$ cat config.mk
export PLATFORM = sky130hd
export DESIGN_NAME = dpll_phase_filter
export DESIGN_NICKNAME = d
export VERILOG_FILES = /design/src/rtl/dpll_phase_filter.sv
export SDC_FILE = /design/constraint.sdc
export NUM_CORES = 1
export LEC_CHECK = 0
export CAP_MARGIN = 0
export CORE_MARGIN = 2
export CORE_UTILIZATION = 60
export CTS_CLUSTER_SIZE = 25
export DETAILED_ROUTE_END_ITERATION = 8
export GPL_ROUTABILITY_DRIVEN = 0
export HOLD_SLACK_MARGIN = 0.12
export PLACE_DENSITY = 0.85
export SLEW_MARGIN = 10
export SYNTH_ARGS = -nofsm -noshare
export SYNTH_HDL_FRONTEND = slang
export SYNTH_SLANG_ARGS = --single-unit
$ cat constraint.sdc
create_clock -name clk_i -period 6.45 [get_ports clk_i]
set_input_delay 1.29 -clock clk_i [delete_from_list [all_inputs] [get_ports clk_i]]
set_output_delay 1.29 -clock clk_i [all_outputs]
set_load 0.02 [all_outputs]
$ cat src/rtl/dpll_phase_filter.sv
// DPLL phase detector and K-counter loop filter.
// Classifies ref/fb edge pairs and emits divider phase-shift pulses plus lock status.
module dpll_phase_filter #(
    parameter int CNT_WIDTH    = 8,
    parameter int WINDOW_WIDTH = 8,
    parameter int LOCK_COUNT   = 16
) (
    input  logic                    clk_i,
    input  logic                    reset_i,
    input  logic                    enable_i,
    input  logic                    ref_i,
    input  logic                    fb_i,
    input  logic [CNT_WIDTH-2:0]    threshold_i,
    input  logic [WINDOW_WIDTH-1:0] window_i,
    output logic                    positiveShift_o,
    output logic                    negativeShift_o,
    output logic                    lock_o
);

    localparam int LW = $clog2(LOCK_COUNT + 1);
    localparam logic signed [CNT_WIDTH-1:0] ACC_ONE = CNT_WIDTH'(1);
    localparam logic [LW-1:0] LOCK_MAX = LW'(LOCK_COUNT);

    typedef enum logic [1:0] {
        IDLE     = 2'd0,
        WAIT_FB  = 2'd1,
        WAIT_REF = 2'd2
    } state_t;

    logic r_ref_s1, r_ref_s2, r_ref_s3;
    logic r_fb_s1, r_fb_s2, r_fb_s3;

    state_t                       r_state;
    logic signed [CNT_WIDTH-1:0]  r_acc;
    logic [WINDOW_WIDTH-1:0]      r_wcnt;
    logic [LW-1:0]                r_streak;
    logic                         r_pos;
    logic                         r_neg;
    logic                         r_lock;

    logic                         w_ref_rise;
    logic                         w_fb_rise;
    state_t                       w_state_nxt;
    logic [WINDOW_WIDTH-1:0]      w_wcnt_nxt;
    logic                         w_lag;
    logic                         w_lead;
    logic                         w_coin;
    logic                         w_tmo;
    logic [CNT_WIDTH-2:0]         w_keff;
    logic signed [CNT_WIDTH-1:0]  w_keff_s;
    logic signed [CNT_WIDTH-1:0]  w_acc_inc;
    logic signed [CNT_WIDTH-1:0]  w_acc_dec;
    logic                         w_pos_hit;
    logic                         w_neg_hit;
    logic signed [CNT_WIDTH-1:0]  w_acc_nxt;
    logic [LW-1:0]                w_streak_nxt;
    logic                         w_lock_nxt;

    // Both inputs share the same synchronizer depth so their relative skew is preserved.
    always_ff @(posedge clk_i or posedge reset_i) begin
        if (reset_i) begin
            r_ref_s1 <= 1'b0;
            r_ref_s2 <= 1'b0;
            r_ref_s3 <= 1'b0;
            r_fb_s1  <= 1'b0;
            r_fb_s2  <= 1'b0;
            r_fb_s3  <= 1'b0;
        end else begin
            r_ref_s1 <= ref_i;
            r_ref_s2 <= r_ref_s1;
            r_ref_s3 <= r_ref_s2;
            r_fb_s1  <= fb_i;
            r_fb_s2  <= r_fb_s1;
            r_fb_s3  <= r_fb_s2;
        end
    end

    assign w_ref_rise = r_ref_s2 & ~r_ref_s3;
    assign w_fb_rise  = r_fb_s2 & ~r_fb_s3;

    always_ff @(posedge clk_i or posedge reset_i) begin
        if (reset_i) begin
            r_state <= IDLE;
        end else begin
            r_state <= w_state_nxt;
        end
    end

    always_comb begin
        w_state_nxt = r_state;
        w_wcnt_nxt  = r_wcnt;
        w_lag       = 1'b0;
        w_lead      = 1'b0;
        w_coin      = 1'b0;
        w_tmo       = 1'b0;
        case (r_state)
            IDLE: begin
                if (w_ref_rise && w_fb_rise) begin
                    w_coin = 1'b1;
                end else if (w_ref_rise) begin
                    w_state_nxt = WAIT_FB;
                    w_wcnt_nxt  = '0;
                end else if (w_fb_rise) begin
                    w_state_nxt = WAIT_REF;
                    w_wcnt_nxt  = '0;
                end
            end
            WAIT_FB: begin
                if (w_ref_rise) begin
                    w_lag      = 1'b1;
                    w_wcnt_nxt = '0;
                end else if (w_fb_rise) begin
                    w_lag       = 1'b1;
                    w_state_nxt = IDLE;
                end else if (r_wcnt == window_i) begin
                    w_lag       = 1'b1;
                    w_tmo       = 1'b1;
                    w_state_nxt = IDLE;
                end else begin
                    w_wcnt_nxt = r_wcnt + WINDOW_WIDTH'(1);
                end
            end
            WAIT_REF: begin
                if (w_fb_rise) begin
                    w_lead     = 1'b1;
                    w_wcnt_nxt = '0;
                end else if (w_ref_rise) begin
                    w_lead      = 1'b1;
                    w_state_nxt = IDLE;
                end else if (r_wcnt == window_i) begin
                    w_lead      = 1'b1;
                    w_tmo       = 1'b1;
                    w_state_nxt = IDLE;
                end else begin
                    w_wcnt_nxt = r_wcnt + WINDOW_WIDTH'(1);
                end
            end
            default: begin
                w_state_nxt = IDLE;
            end
        endcase
        if (!enable_i) begin
            w_state_nxt = IDLE;
            w_wcnt_nxt  = '0;
            w_lag       = 1'b0;
            w_lead      = 1'b0;
            w_coin      = 1'b0;
            w_tmo       = 1'b0;
        end
    end

    // A zero threshold would never match, so it behaves as one.
    assign w_keff    = (threshold_i == '0) ? (CNT_WIDTH-1)'(1) : threshold_i;
    assign w_keff_s  = signed'({1'b0, w_keff});
    assign w_acc_inc = r_acc + ACC_ONE;
    assign w_acc_dec = r_acc - ACC_ONE;
    assign w_pos_hit = w_lag && (w_acc_inc == w_keff_s);
    assign w_neg_hit = w_lead && (w_acc_dec == -w_keff_s);

    always_comb begin
        w_acc_nxt = r_acc;
        if (!enable_i) begin
            w_acc_nxt = '0;
        end else if (w_lag) begin
            w_acc_nxt = w_pos_hit ? '0 : w_acc_inc;
        end else if (w_lead) begin
            w_acc_nxt = w_neg_hit ? '0 : w_acc_dec;
        end
    end

    always_comb begin
        w_streak_nxt = r_streak;
        if (!enable_i || w_pos_hit || w_neg_hit || w_tmo) begin
            w_streak_nxt = '0;
        end else if ((w_lag || w_lead || w_coin) && (r_streak != LOCK_MAX)) begin
            w_streak_nxt = r_streak + LW'(1);
        end
    end

    assign w_lock_nxt = (w_streak_nxt == LOCK_MAX);

    always_ff @(posedge clk_i or posedge reset_i) begin
        if (reset_i) begin
            r_wcnt   <= '0;
            r_acc    <= '0;
            r_streak <= '0;
            r_pos    <= 1'b0;
            r_neg    <= 1'b0;
            r_lock   <= 1'b0;
        end else begin
            r_wcnt   <= w_wcnt_nxt;
            r_acc    <= w_acc_nxt;
            r_streak <= w_streak_nxt;
            r_pos    <= w_pos_hit;
            r_neg    <= w_neg_hit;
            r_lock   <= w_lock_nxt;
        end
    end

    assign positiveShift_o = r_pos;
    assign negativeShift_o = r_neg;
    assign lock_o          = r_lock;

endmodule

==> out/metrics.csv, run 1 <==
metric;value;unit
outcome;finished clean;
unique cell type count in the Yosys netlist;59;
WL/cell;15.0;um
endpoints failing setup;0;
number of global-route vias before repair;2084;
final wirelength;5.40;mm
Overflow after GRT;0;
YS warnings;0;
first-pass GRT wire length;9.27;mm
Synth Net Count;322;
H-tree levels;2;
I/O Pins;23;
class of the worst hold path;reg -> reg;
Psw;358;uW
Tmin final;4560;ps
crit path launch type;input pin;
CTS Root Cell;clkbuf_8;
met3 usage;0.0392;
Clock Power Share;0.188;
period utilization;0.707;
Tightest Pin Transition;859;ps
Critical Path RT;6600;ps
Worst EP arrival;4710;ps
Tot Pwr;866;uW
share of the synthesized area in the top cell type;0.312;
Cell Pwr Density;301;nW/um2
synthesis-to-finish area growth;12.2;%
Reg clk slew, reported paths;70;ps
DP HPWL;4.06;mm
post-synthesis sequential area ratio;0.312;
final hold viol count;0;
CTS tree;done;
busiest grt layer;met2;
placed cells;352;
post-CTS setup buffers;0;
fin nets;339;
Post-Syn Instances;292;
met2 usage;0.373;
antenna cell count;0;
core area;4060;um2
dominant cells by area after synthesis;dfrtp_1 (31%), xor2_1 (7.5%), ha_1 (4.9%);
worst path cell trace;clkdlybuf4s50_1, nor4_1, a21oi_1, ha_1, nor3b_1, xnor3_1, a2111o_1, a2111oi_4, o2111ai_4, o2111ai_1, nor3_1;
# rows;23;
# resized after CTS;0;
clock skew;6.34;ps
Final Non-Filler Cells;360;
Die X;69.4;um
Leak;0.00118;uW
async set-or-reset flop fraction in the synthesized netlist;1.00;
dpl cell area;2790;um2
Post-DRT Antenna Nets;0;
initial core utilization;0.633;
die area;4820;um2
clock latency on the worst-skew pair;290;ps
Via density;6.25;
Final Max Slew Viols;0;
mean cell area of the mapped netlist;8.79;um2
grt met1 use;0.315;
Crit Path Category;in -> reg;
Worst Path Max Fanout;14;
largest net degree at the start of global routing;33;
Relative slew margins;0.426;
Bufs on Longest Clock Path;2;
CP Capture Type;flip-flop;
CP max stage delay;540;ps
setup total negative slack;0;ps
sequential power share;0.332;
Port Buf Inserts;22;
max-cap violations;0;
via count;2249;
Switching Share;0.413;
RSZ-0062 raised after global routing;false;
Die Y;69.4;um
Logic pwr share;0.479;
hold slack;349;ps
post-route cell area;2880;um2
CTS buffer count;5;
clk sink count;32;
cts hold-fix bufs;0;
Fmax;219;MHz
Yosys top cell by area;dfrtp_1;
DRC Markers;0;
antenna violations before repair;0;
share of layout cells above drive strength 1;0.0548;
DRT iter0 DRCs;181;
Crit-path slowest cell;clkdlybuf4s50_1;
register bit count reported by yosys;32;
VDD IR max;0.140;mV
DRT Pass-1 Iters;4;
Post-Synthesis Cell Area;2570;um2
EDFF count, synth;0;
Most used DFF post-synth;dfrtp_1;
GRT Util Overall;0.233;
Pint;509;uW
-- path summary, 6_finish.rpt --
path | startpoint | endpoint | slack [ps] | cells after the start
worst max-delay path | threshold_i[2] | lock_o | 1890 | 11
worst min-delay path | r_fb_s1 | r_fb_s2 | 350 | 0
worst max register to register | r_acc[0] | lock_o | 2940 | 9
worst min register to register | r_fb_s1 | r_fb_s2 | 350 | 0
max in group asynchronous | reset_i | r_acc[1] | 4780 | 3
min in group asynchronous | reset_i | r_acc[3] | 1380 | 3
-- kinds of logic (layout without fill, tap and decap cells) --
| logic type | after synthesis | in the layout | synth area share |
|---|---|---|---|
| XOR/XNOR | 36 | 36 | 0.134 |
| buffers and inverters | 31 | 49 | 0.0541 |
| multiplexers | 3 | 3 | 0.0122 |
| AO/OA/AOI/OAI | 63 | 63 | 0.193 |
| flip-flops | 32 | 32 | 0.312 |
| adder cells (fa/ha/maj) | 10 | 10 | 0.0487 |
| AND/OR/NAND/NOR | 117 | 117 | 0.246 |
-- power groups by stage --
stage          sequential [uW]  clock, uW  combinational (uW)
2_1_floorplan              253          0                 372
3_3_place_gp               289          0                 403
3_5_place_dp               290          0                 409
4_1_cts                    286        167                 413
5_1_grt                    294        174                 456
6_report                   288        163                 415
-- synth_stat cells, types with 2 or more instances --
| library cell | n |
|---|---|
| clkbuf_1 | 9 |
| buf_6 | 3 |
| ha_1 | 10 |
| nor3_1 | 9 |
| nor3b_1 | 3 |
| nor2_1 | 26 |
| or2_2 | 2 |
| o22ai_1 | 2 |
| and4_1 | 2 |
| a41oi_2 | 2 |
| nand3b_1 | 2 |
| mux2i_1 | 2 |
| a21oi_1 | 9 |
| a22oi_1 | 7 |
| nor2b_1 | 4 |
| xnor2_1 | 12 |
| nand3_1 | 17 |
| nand2_1 | 14 |
| dfrtp_1 | 32 |
| and3_1 | 5 |
| and2_1 | 3 |
| o21a_1 | 2 |
| nand2b_1 | 6 |
| nor4_1 | 5 |
| a31oi_1 | 5 |
| nand4b_1 | 2 |
| o21ai_0 | 10 |
| o21ai_1 | 2 |
| o311a_1 | 2 |
| or3_1 | 3 |
| a41oi_1 | 3 |
| or4_1 | 2 |
| xor2_1 | 22 |
| a211oi_1 | 4 |
| xnor3_1 | 2 |
| inv_1 | 17 |
| nand4_1 | 8 |
-- registers in the layout, indices dropped and copies added (netlist names) --
name	count
r_fb_s3	1
r_fb_s2	1
r_state	2
r_ref_s1	1
r_ref_s2	1
positiveShift_o	1
r_streak	5
r_fb_s1	1
negativeShift_o	1
r_acc	8
r_wcnt	8
r_ref_s3	1
lock_o	1
-- worst max-delay path, delay by kind of cell --
kind            cells  cell delay, ps
compound gates      5            1600
xor+xnor            1             190
fa+ha+maj           1             270
buf+inv             1             540
simple gates        3             810
-- metal layers --
| layer | part of all wire | routed length [um] |
|---|---|---|
| met4 | 0.019 | 102 |
| met1 | 0.46 | 2500 |
| met3 | 0.057 | 308 |
| met2 | 0.46 | 2490 |
| met5 | 0 | 0 |
-- through the flow --
stage	setup slack, ps	utilization
after global placement	1780	0.687
after detailed placement	1590	0.687
after CTS	1910	0.710
final	1890	0.710
after global routing	1650	0.710
after floorplan	2410	-
-- area by class of cell --
type,instances,area (um2)
Fill cell,323,1180
Timing Repair Buffer,23,228
Clock inverter,1,7.51
Inverter,18,67.6
Tap cell,50,62.6
Clock buffer,7,86.3
Multi-Input combinational cell,229,1630
Sequential cell,32,801
-- placed cells by master, fill, tap and decap left out, types with 2 or more instances in the layout --
cell / instances
nand4b_1: 2
clkbuf_8: 6
and3_1: 5
nor2_1: 26
nand3_1: 17
xnor3_1: 2
o21a_1: 2
nor3b_1: 3
mux2i_1: 2
or2_2: 2
a31oi_1: 5
or3_1: 3
nor2b_1: 4
nor4_1: 5
ha_1: 10
clkdlybuf4s50_1: 22
a21oi_1: 9
nand2b_1: 6
nand3b_1: 2
inv_1: 17
nand4_1: 8
a41oi_1: 3
a22oi_1: 7
a41oi_2: 2
o22ai_1: 2
nand2_1: 14
o311a_1: 2
xor2_1: 22
o21ai_1: 2
and4_1: 2
or4_1: 2
and2_1: 3
a211oi_1: 4
xnor2_1: 12
o21ai_0: 10
dfrtp_1: 32
nor3_1: 9
No activity file was read; power rests on OpenSTA's default activity.
==> run 2, diff against run 1 <==
CORE_UTILIZATION = 53   (was 60)
PLACE_DENSITY = 0.79   (was 0.85)
clock period = 3.9 ns   (was 6.45 ns; I/O delays follow)
==> run 2 against run 1 <==
  * Critical endpoint is now r_acc[7]
  * Critical path depth increased by 1
  * Register-to-register slack got worse by 2300 ps
  * Worst hold slack lost 0.94 ps
  * Final area is 5.6% higher
  * Via count is 1.9% higher
  * Die area up 12%
  * Utilization shrank 6.2 points
  * Largest cell class unchanged
  * Clock-buffer cell count is 1 lower
  * Setup slack got worse by 1500 ps
  * Sequential share of layout area down 1.5 points
  * Cell count up 6.4%
==> out/metrics.csv, run 2 (same netlist as run 1, synthesis figures left out) <==
metric;value;unit;change
outcome;finished clean;;
Tot Pwr;1500;uW;+73%
Fmax;281;MHz;
Die Y;73.6;um;+6.0%
RSZ-0062 raised after global routing;false;;
Post-DRT Antenna Nets;0;;unchanged
Port Buf Inserts;22;;unchanged
Critical Path RT;4050;ps;-2550 ps
VDD IR max;0.405;mV;+190%
Overflow after GRT;0;;unchanged
number of global-route vias before repair;2259;;+8.4%
largest net degree at the start of global routing;33;;unchanged
Leak;0.00128;uW;+8.8%
DRT Pass-1 Iters;4;;unchanged
cts hold-fix bufs;0;;unchanged
CP max stage delay;430;ps;-110 ps
Crit-path slowest cell;a2111o_1;;
multi-input combinational cell area;1630;um2;unchanged
register area;801;um2;unchanged
core area;4690;um2;+16%
initial core utilization;0.547;;-0.0855
CTS buffer count;5;;unchanged
share of layout cells above drive strength 1;0.109;;+0.0546
number of fillers in the final layout;398;;+23%
Relative slew margins;0.513;;+0.0865
met3 usage;0.0480;;+0.00877
Reg clk slew, reported paths;60;ps;about the same
CP Capture Type;flip-flop;;
Via density;5.98;;-4.2%
clock skew;10.3;ps;+3.94 ps
synthesis-to-finish area growth;18.5;%;
class of the worst hold path;reg -> reg;;
# resized after CTS;0;;unchanged
DP HPWL;4.46;mm;+9.9%
WL/cell;15.0;um;+0.35%
biggest regs;r_acc: 8 flops, r_wcnt: 8 flops, r_streak: 5 flops;;
final wirelength;5.76;mm;+6.8%
CTS tree;done;;
clock latency on the worst-skew pair;290;ps;about the same
DRC Markers;0;;unchanged
I/O Pins;23;;unchanged
# rows;25;;+8.7%
via count;2292;;+1.9%
DRT iter0 DRCs;173;;-4.4%
grt met1 use;0.273;;-0.0416
Buf+Inv Stages, Crit Path;2;;+1
worst path cell trace;clkdlybuf4s50_1, nor4_1, a21oi_1, ha_1, nor3b_1, xnor3_1, a2111o_1, a2111oi_4, o2111ai_4, buf_4, a31oi_1, a22oi_1;;
most frequent cells in the layout;dfrtp_1 (32), nor2_1 (26), xor2_1 (22), clkdlybuf4s50_1 (22), buf_4 (20);;
Die X;73.6;um;+6.0%
max-cap violations;0;;unchanged
GRT Util Overall;0.232;;-0.00123
setup total negative slack;0;ps;unchanged
endpoints failing setup;0;;unchanged
Final Max Slew Viols;0;;unchanged
Worst EP arrival;3710;ps;-1000 ps
fin nets;358;;+5.6%
Tightest Pin Transition;731;ps;-128 ps
critical path's top delay family;compound AO/OA/AOI/OAI gates;;
final hold viol count;0;;unchanged
crit path launch type;input pin;;
Tmin final;3550;ps;
Bufs on Longest Clock Path;2;;unchanged
Cell Pwr Density;493;nW/um2;+64%
commonest non-fill, non-tap cell in the layout;dfrtp_1;;
busiest grt layer;met2;;
period utilization;0.911;;
first-pass GRT wire length;9.76;mm;+5.3%
Worst Path Max Fanout;5;;-9
Crit Path Category;in -> reg;;
CTS Root Cell;clkbuf_8;;
antenna cell count;0;;unchanged
die area;5420;um2;+12%
H-tree levels;2;;unchanged
antenna violations before repair;0;;unchanged
met2 usage;0.413;;+0.0398
clk sink count;32;;unchanged
post-CTS setup buffers;0;;unchanged
-- run 2: per-stage QoR --
step	cell area [um2]	utilization	setup WS, ps	hold WS, ps	std cells
2_1_floorplan	2570	-	373	331	292
3_3_place_gp	2930	0.625	140	336	375
3_5_place_dp	2930	0.625	34.4	336	375
4_1_cts	3040	0.648	345	351	383
5_1_grt	3040	0.648	207	366	383
6_report	3040	0.648	345	349	383
-- run 2: path summary, 6_finish.rpt --
kind	to	slack (ps)	start	depth (start not counted)
setup / recovery	r_acc[7]	350	threshold_i[2]	12
hold / removal	r_fb_s2	350	r_fb_s1	0
setup reg to reg	r_acc[7]	670	r_acc[0]	10
hold reg to reg	r_fb_s2	350	r_fb_s1	0
max in group asynchronous	r_streak[2]	2720	reset_i	3
min in group asynchronous	r_acc[1]	860	reset_i	3
-- run 2: area by class of cell --
| type | instances | area share |
|---|---|---|
| clock buffer | 6 | 0.0239 |
| clock inverter | 2 | 0.0115 |
| inverter | 18 | 0.0222 |
| multi-input combinational | 229 | 0.535 |
| sequential | 32 | 0.263 |
| tap | 54 | 0.0222 |
| timing repair buffer | 42 | 0.122 |
-- run 2: routing by layer --
layer,vias up,share of wire,wire length (um)
met3,11,0.048,276
met2,63,0.50,2900
met1,1078,0.43,2480
met5,-,0,0
met4,0,0.019,110
li1,1140,-,-
-- run 2: where the power goes --
part	switching, uW	internal, uW
clock	117	189
combinational	392	345
sequential	78.1	378
